<file path="src/rtl/regfile_pkg.sv">
// Shared types and constants for the register-file writeback path.
// The bypass option is enabled by defining REGFILE_WB_BYPASS_EN.
package regfile_pkg;

  localparam int NUM_REGS   = 32;
  localparam int REG_ADDR_W = $clog2(NUM_REGS);
  localparam int DATA_W     = 32;

  localparam logic [REG_ADDR_W-1:0] ZERO_REG = 5'd0;

  typedef struct packed {
    logic [REG_ADDR_W-1:0] rd;
    logic [DATA_W-1:0]     data;
  } wb_req_t;

endpackage

</file>
<file path="src/rtl/regfile_wb_arbiter_rr_arbiter.sv">
// Round-robin arbiter: first request at or after the pointer wins,
// and the pointer moves past each winner.
module rr_arbiter #(
  parameter int N = 3
) (
  input  logic         clock,
  input  logic         ctrl_reset_n,
  input  logic [N-1:0] req,
  input  logic         en,
  output logic [N-1:0] gnt
);

  localparam int PW = (N > 1) ? $clog2(N) : 1;

  logic [PW-1:0] ptr;
  logic [PW-1:0] nxt_ptr;
  logic          found;
  int            win;
  int            idx;

  always_comb begin
    gnt     = '0;
    found   = 1'b0;
    win     = 0;
    idx     = 0;
    nxt_ptr = ptr;
    for (int k = 0; k < N; k++) begin
      idx = (int'(ptr) + k) % N;
      if (en && !found && req[idx]) begin
        found = 1'b1;
        win   = idx;
      end
    end
    if (found) begin
      gnt[win] = 1'b1;
      nxt_ptr  = PW'((win + 1) % N);
    end
  end

  always_ff @(posedge clock or negedge ctrl_reset_n) begin
    if (!ctrl_reset_n) begin
      ptr <= '0;
    end else if (found) begin
      ptr <= nxt_ptr;
    end
  end

endmodule

</file>
<file path="src/rtl/regfile_wb_arbiter.sv">
// Shares the register-file write port between requesters via a
// one-entry write stage. Optional bypass: REGFILE_WB_BYPASS_EN.
module regfile_wb_arbiter
  import regfile_pkg::*;
#(
  parameter int NUM_REQ = 3,
  parameter int CNT_W   = 16
) (
  input  logic                           clock,
  input  logic                           ctrl_reset_n,
  input  logic [NUM_REQ-1:0]             req_valid,
  input  logic [REG_ADDR_W*NUM_REQ-1:0]  req_reg,
  input  logic [DATA_W*NUM_REQ-1:0]      req_data,
  output logic [NUM_REQ-1:0]             req_ready,
  input  logic                           wb_hold,
  output logic                           ctrl_writeEnable,
  output logic [REG_ADDR_W-1:0]          ctrl_writeReg,
  output logic [DATA_W-1:0]              data_writeReg,
  output logic [CNT_W-1:0]               wr_count,
  output logic                           idle
`ifdef REGFILE_WB_BYPASS_EN
  ,
  input  logic [REG_ADDR_W-1:0]          byp_readRegA,
  input  logic [REG_ADDR_W-1:0]          byp_readRegB,
  output logic                           byp_hitA,
  output logic                           byp_hitB,
  output logic [DATA_W-1:0]              byp_dataA,
  output logic [DATA_W-1:0]              byp_dataB
`endif
);

  logic [NUM_REQ-1:0] gnt;
  logic               any_gnt;
  logic               stage_full;
  wb_req_t            sel;
  wb_req_t            stage;

  rr_arbiter #(
    .N (NUM_REQ)
  ) u_arb (
    .clock        (clock),
    .ctrl_reset_n (ctrl_reset_n),
    .req          (req_valid),
    .en           (~wb_hold),
    .gnt          (gnt)
  );

  always_comb begin
    sel = '0;
    for (int i = 0; i < NUM_REQ; i++) begin
      if (gnt[i]) begin
        sel.rd   = req_reg[REG_ADDR_W*i +: REG_ADDR_W];
        sel.data = req_data[DATA_W*i +: DATA_W];
      end
    end
  end

  assign any_gnt   = |gnt;
  assign req_ready = gnt;

  // Writes to x0 are consumed but never occupy the stage.
  always_ff @(posedge clock or negedge ctrl_reset_n) begin
    if (!ctrl_reset_n) begin
      stage_full <= 1'b0;
      stage      <= '0;
    end else if (!wb_hold) begin
      if (any_gnt && sel.rd != ZERO_REG) begin
        stage_full <= 1'b1;
        stage      <= sel;
      end else begin
        stage_full <= 1'b0;
      end
    end
  end

  always_ff @(posedge clock or negedge ctrl_reset_n) begin
    if (!ctrl_reset_n) begin
      wr_count <= '0;
    end else if (ctrl_writeEnable) begin
      wr_count <= wr_count + CNT_W'(1);
    end
  end

  assign ctrl_writeEnable = stage_full & ~wb_hold;
  assign ctrl_writeReg    = stage.rd;
  assign data_writeReg    = stage.data;
  assign idle             = ~stage_full & ~|req_valid;

`ifdef REGFILE_WB_BYPASS_EN
  always_comb begin
    byp_hitA  = ctrl_writeEnable && (byp_readRegA == ctrl_writeReg)
                && (byp_readRegA != ZERO_REG);
    byp_hitB  = ctrl_writeEnable && (byp_readRegB == ctrl_writeReg)
                && (byp_readRegB != ZERO_REG);
    byp_dataA = byp_hitA ? data_writeReg : '0;
    byp_dataB = byp_hitB ? data_writeReg : '0;
  end
`endif

endmodule

</file>
<file path="config.mk">
export PLATFORM = sky130hd
export DESIGN_NAME = regfile_wb_arbiter
export DESIGN_NICKNAME = d
export VERILOG_FILES = /design/src/rtl/regfile_pkg.sv /design/src/rtl/regfile_wb_arbiter_rr_arbiter.sv /design/src/rtl/regfile_wb_arbiter.sv
export SDC_FILE = /design/constraint.sdc
export NUM_CORES = 1
export LEC_CHECK = 0
export ABC_AREA = 1
export CAP_MARGIN = 0
export CORE_MARGIN = 3
export CORE_UTILIZATION = 46
export CTS_CLUSTER_SIZE = 10
export DETAILED_ROUTE_END_ITERATION = 8
export HOLD_SLACK_MARGIN = 0.05
export MAX_ROUTING_LAYER = met4
export PLACE_DENSITY_LB_ADDON = 0.05
export RECOVER_POWER = 50
export SETUP_SLACK_MARGIN = 0.02
export SLEW_MARGIN = 20
export SYNTH_ARGS = -nofsm -noshare
export SYNTH_HDL_FRONTEND = slang
export SYNTH_SLANG_ARGS = --single-unit
</file>
<file path="constraint.sdc">
create_clock -name clock -period 11.91 [get_ports clock]
set_clock_uncertainty 0.05 [all_clocks]
set_input_delay 1.191 -clock clock [delete_from_list [all_inputs] [get_ports clock]]
set_output_delay 1.191 -clock clock [all_outputs]
set_load 0.005 [all_outputs]
</file>
==> results list <==
- Worst hold slack after final layout: between 0.4 and 0.5 ns
- Pin count of the biggest net entering global routing: 71
- Leading cell type by number of instances after synthesis: nand2_1
- Tightest Pin Transition: approximately 3.1 ns
- Measured along the x axis, the die boundary spans about 100 um.
* Area fraction of the dominant cell type after synthesis: 0.348
* Number of vias per cell after detailed routing: ~5.4
- For this run, the top clock speed supported by timing is 160 MHz.
- For this configuration, the core starts out at a cell density of 0.483.
- The die covers ~10000 um^2.
- Number of standard cells after synthesis: between 500 and 600
* Avg WL per Cell: between 15 and 20 um
- Cell internal power was estimated by the tool at 0.974 mW.
- The worst register-to-register path ends at u_arb.ptr[0].
- Remaining DRCs: 0
- Total routed wirelength: between 10000 and 15000 um
- The share of total power dissipated in sequential elements is 0.152.
* Buffers & Inverters on Critical Path: 10
- Number of buffers created by CTS: 5
- Summed over all nets, the half-perimeter wirelength after detailed placement is approximately 9600 um.
- The worst hold path terminates at wr_count[15].
- Setup violations remaining at the end of the flow were counted as 0.
- Antenna Nets Post-Route: 0
* Layout Cell Area excl Fill: between 5000 and 6000 um^2
* Power per cell area: 356 nW/um^2
- Ranking of synthesized cells by instance count: 109 x nand2_1, 60 x nor2_1, 56 x dfrtp_1
- Of the cells placed in the final design, the portion with a size suffix greater than 1 is 0.0793.
- Post-CTS Setup Repair Bufs: 0
- Of all flip-flops after synthesis, the portion carrying an async set or reset was 1.00.
- Clock period minus worst slack: around 6.3 ns
- In this run the standard cell core region covers approximately 8300 um^2.
* Count of buffers from port buffering: approximately 170
- The layout has 687 filler cells.
- Total negative slack: 0 ns
- Result of the run: finished, violations left
* Synthesis-stage register bit count: 56
* Final Slew Violations: 57
- Violations in the final reports: capacitance limit, slew limit
- Primary FF master, synth: dfrtp_1
- The number of antenna violations at the first check in global routing is 0.
- At the end of the flow the core is filled with cells to 0.713.
- IR analysis of the VDD net gives a maximum drop of about 0.27 mV.
- Routability-driven placement finished with a final weighted congestion of 0.909.
* Instance area after placement: 5860 um^2
- Reg2reg start: u_arb.ptr[1]
* FF-to-FF path depth: 37
- The path class of the tightest hold or removal check is register to register.
* Startpoint kind of the worst setup timing path: input pin
- Required time of the critical path: approximately 12 ns
- Among cell families on the critical path, the largest total delay comes from simple AND/OR/NAND/NOR gates.
- Count of max-cap constraint violations: 1
- Ant diodes: 0
* Top Ports: around 180
- Number of cells on the worst hold path: 1
- Worst path most repeated cell: inv_1
- Part of the Yosys area used for sequential elements: 0.348
- Drt first pass iters: 4
* Slowest cell on crit path: dlygate4sd3_1
- Worst stage delay on the critical path: a little under 0.6 ns
- Total number of vias: about 4300
- Buffers inserted to repair hold after CTS numbered 0.
- Mean Syn Cell Area: between 7 and 8 um^2
- Final period utilization: 0.526
- The mapped netlist covers a little over 4000 um^2.
- The number of gates resized after CTS was 0.
* Site Rows: 33
* RSZ-0062 raised after global routing: false
- CTS tree: yes
- Of all nets on the critical path, the largest fanout is 7.
* Number of synthesized flops with an enable pin: 0
- Of the total power, combinational logic draws 0.795.
- The worst setup path is captured at a register.
- Leak Pwr: approximately 2.8 nW
- Measured against its own limit, the worst slew margin works out to -1.04.
- First-iteration detailed-routing DRC count: ~220
* Area added between synthesis and finish: 47.8%
- Proportion of total power due to net switching: 0.540
- Residual overflow from global routing: 0
- The analysis attributes to net switching a power of around 1.1 mW.
- Buffer levels on the longest clock path: 2
* Syn Nets: between 600 and 700
* Height of the chip: 99.6 um
* Type of the worst setup path: input pin to register
- Yosys top cell by area: dfrtp_1
- Source-to-sink clock delay at the later pin of the worst-skew pair: approximately 0.31 ns
- In the final design database the tool counted roughly 830 nets.
* Yosys cell types: 32
- Data arrival time of the critical path: approximately 6.4 ns
* Clock network power share: 0.053
* Register clock-pin slew on the reported worst setup and hold paths: ~0.11 ns
- H-tree levels: 2
- GRT Resource Usage Total: 0.258
* Final count of hold timing violations: 0
- The first global-routing pass estimated between 20000 and 25000 um of wire.
- Cell types occupying the most area after synthesis: dfrtp_1 35%, nand2_1 10%, a221oi_1 7.0%
- Critical hold path startpoint: wr_count[15]
- The clock drives 56 sinks.
- Yosys printed 0 warnings.
* Reg-to-reg slack, setup: approximately 6.1 ns
- Via count of the first global-routing pass: 4295
- Clock tree synthesis selected as its root buffer the cell clkbuf_8.
[how the worst max path moves through the flow]
stage                   endpoint  cells past startpoint  slack [ns]          from
finish              u_arb.ptr[0]                     36        5.64       wb_hold
CTS                 u_arb.ptr[1]                     38        5.79  req_valid[2]
global route        u_arb.ptr[1]                     38        5.12       wb_hold
detailed placement  u_arb.ptr[0]                     37        5.51  req_valid[2]
floorplan           u_arb.ptr[1]                     35        6.58  req_valid[1]
global placement    u_arb.ptr[1]                     37        5.82  req_valid[2]
[metal layers]
layer	up-vias	part of all wire	GRT usage
met5	-	0	-
met4	0	0.025	0.0914
met3	26	0.069	0.0645
met2	165	0.52	0.455
met1	2001	0.39	0.282
li1	2128	-	-
[sequential cells by signal, summed over array words and instances (netlist names)]
register	cells
data_writeReg	32
wr_count	16
ctrl_writeReg	5
u_arb.ptr	2
stage_full	1
[layout by cell type (no fill, tap or decap), types with 14 or more instances in the layout]
cell type / Yosys / final
inv_1: 54 / 54
clkdlybuf4s50_1: 0 / 146
xor2_1: 18 / 18
dfrtp_1: 56 / 56
nor2_1: 60 / 60
nand2_1: 109 / 109
ha_1: 19 / 19
o31ai_1: 32 / 32
a21oi_1: 15 / 14
a221oi_1: 32 / 32
dlygate4sd3_1: 0 / 27
nand3_1: 39 / 39
[area by class of cell]
type                            instances  area (um^2)  share of cell area
Multi-Input combinational cell        388         2310               0.389
Clock buffer                            5         68.8              0.0116
Timing Repair Buffer                  179         1770               0.298
Sequential cell                        56         1400               0.235
Inverter                               63          238              0.0399
Clock inverter                          3         26.3             0.00442
Tap cell                              105          131              0.0221
[power groups by stage]
stage / Clock, mW / Sequential, mW / Combinational [mW]
after global placement: 0 / 0.323 / 1.62
after CTS: 0.114 / 0.324 / 1.70
after detailed placement: 0 / 0.327 / 1.69
final: 0.111 / 0.322 / 1.68
after global routing: 0.122 / 0.331 / 1.91
after floorplan: 0 / 0.326 / 1.24
[through the flow]
step | setup WS [ns] | power (mW) | cells
2_1_floorplan | 6.58 | 1.57 | 529
3_3_place_gp | 5.82 | 1.94 | 791
3_5_place_dp | 5.51 | 2.02 | 791
4_1_cts | 5.79 | 2.14 | 799
5_1_grt | 5.12 | 2.36 | 799
6_report | 5.64 | 2.12 | 799
[kinds of logic after synthesis]
group | Yosys count | share of synthesized area
AO/OA/AOI/OAI | 95 | 0.177
XOR/XNOR | 20 | 0.0435
adder cells (fa/ha/maj) | 19 | 0.0590
buffers and inverters | 85 | 0.0792
flip-flops | 56 | 0.348
AND/OR/NAND/NOR | 254 | 0.294
[worst reg2reg max path: cells and delay by family, from the launching register on]
| kind | cells | cell delay (ns) |
|---|---|---|
| compound gates | 3 | 0.68 |
| xor+xnor | 1 | 0.19 |
| fa+ha+maj | 5 | 1.37 |
| buf+inv | 8 | 0.82 |
| flops | 1 | 0.49 |
| simple gates | 20 | 2.11 |
No activity file was read; power rests on OpenSTA's default activity.
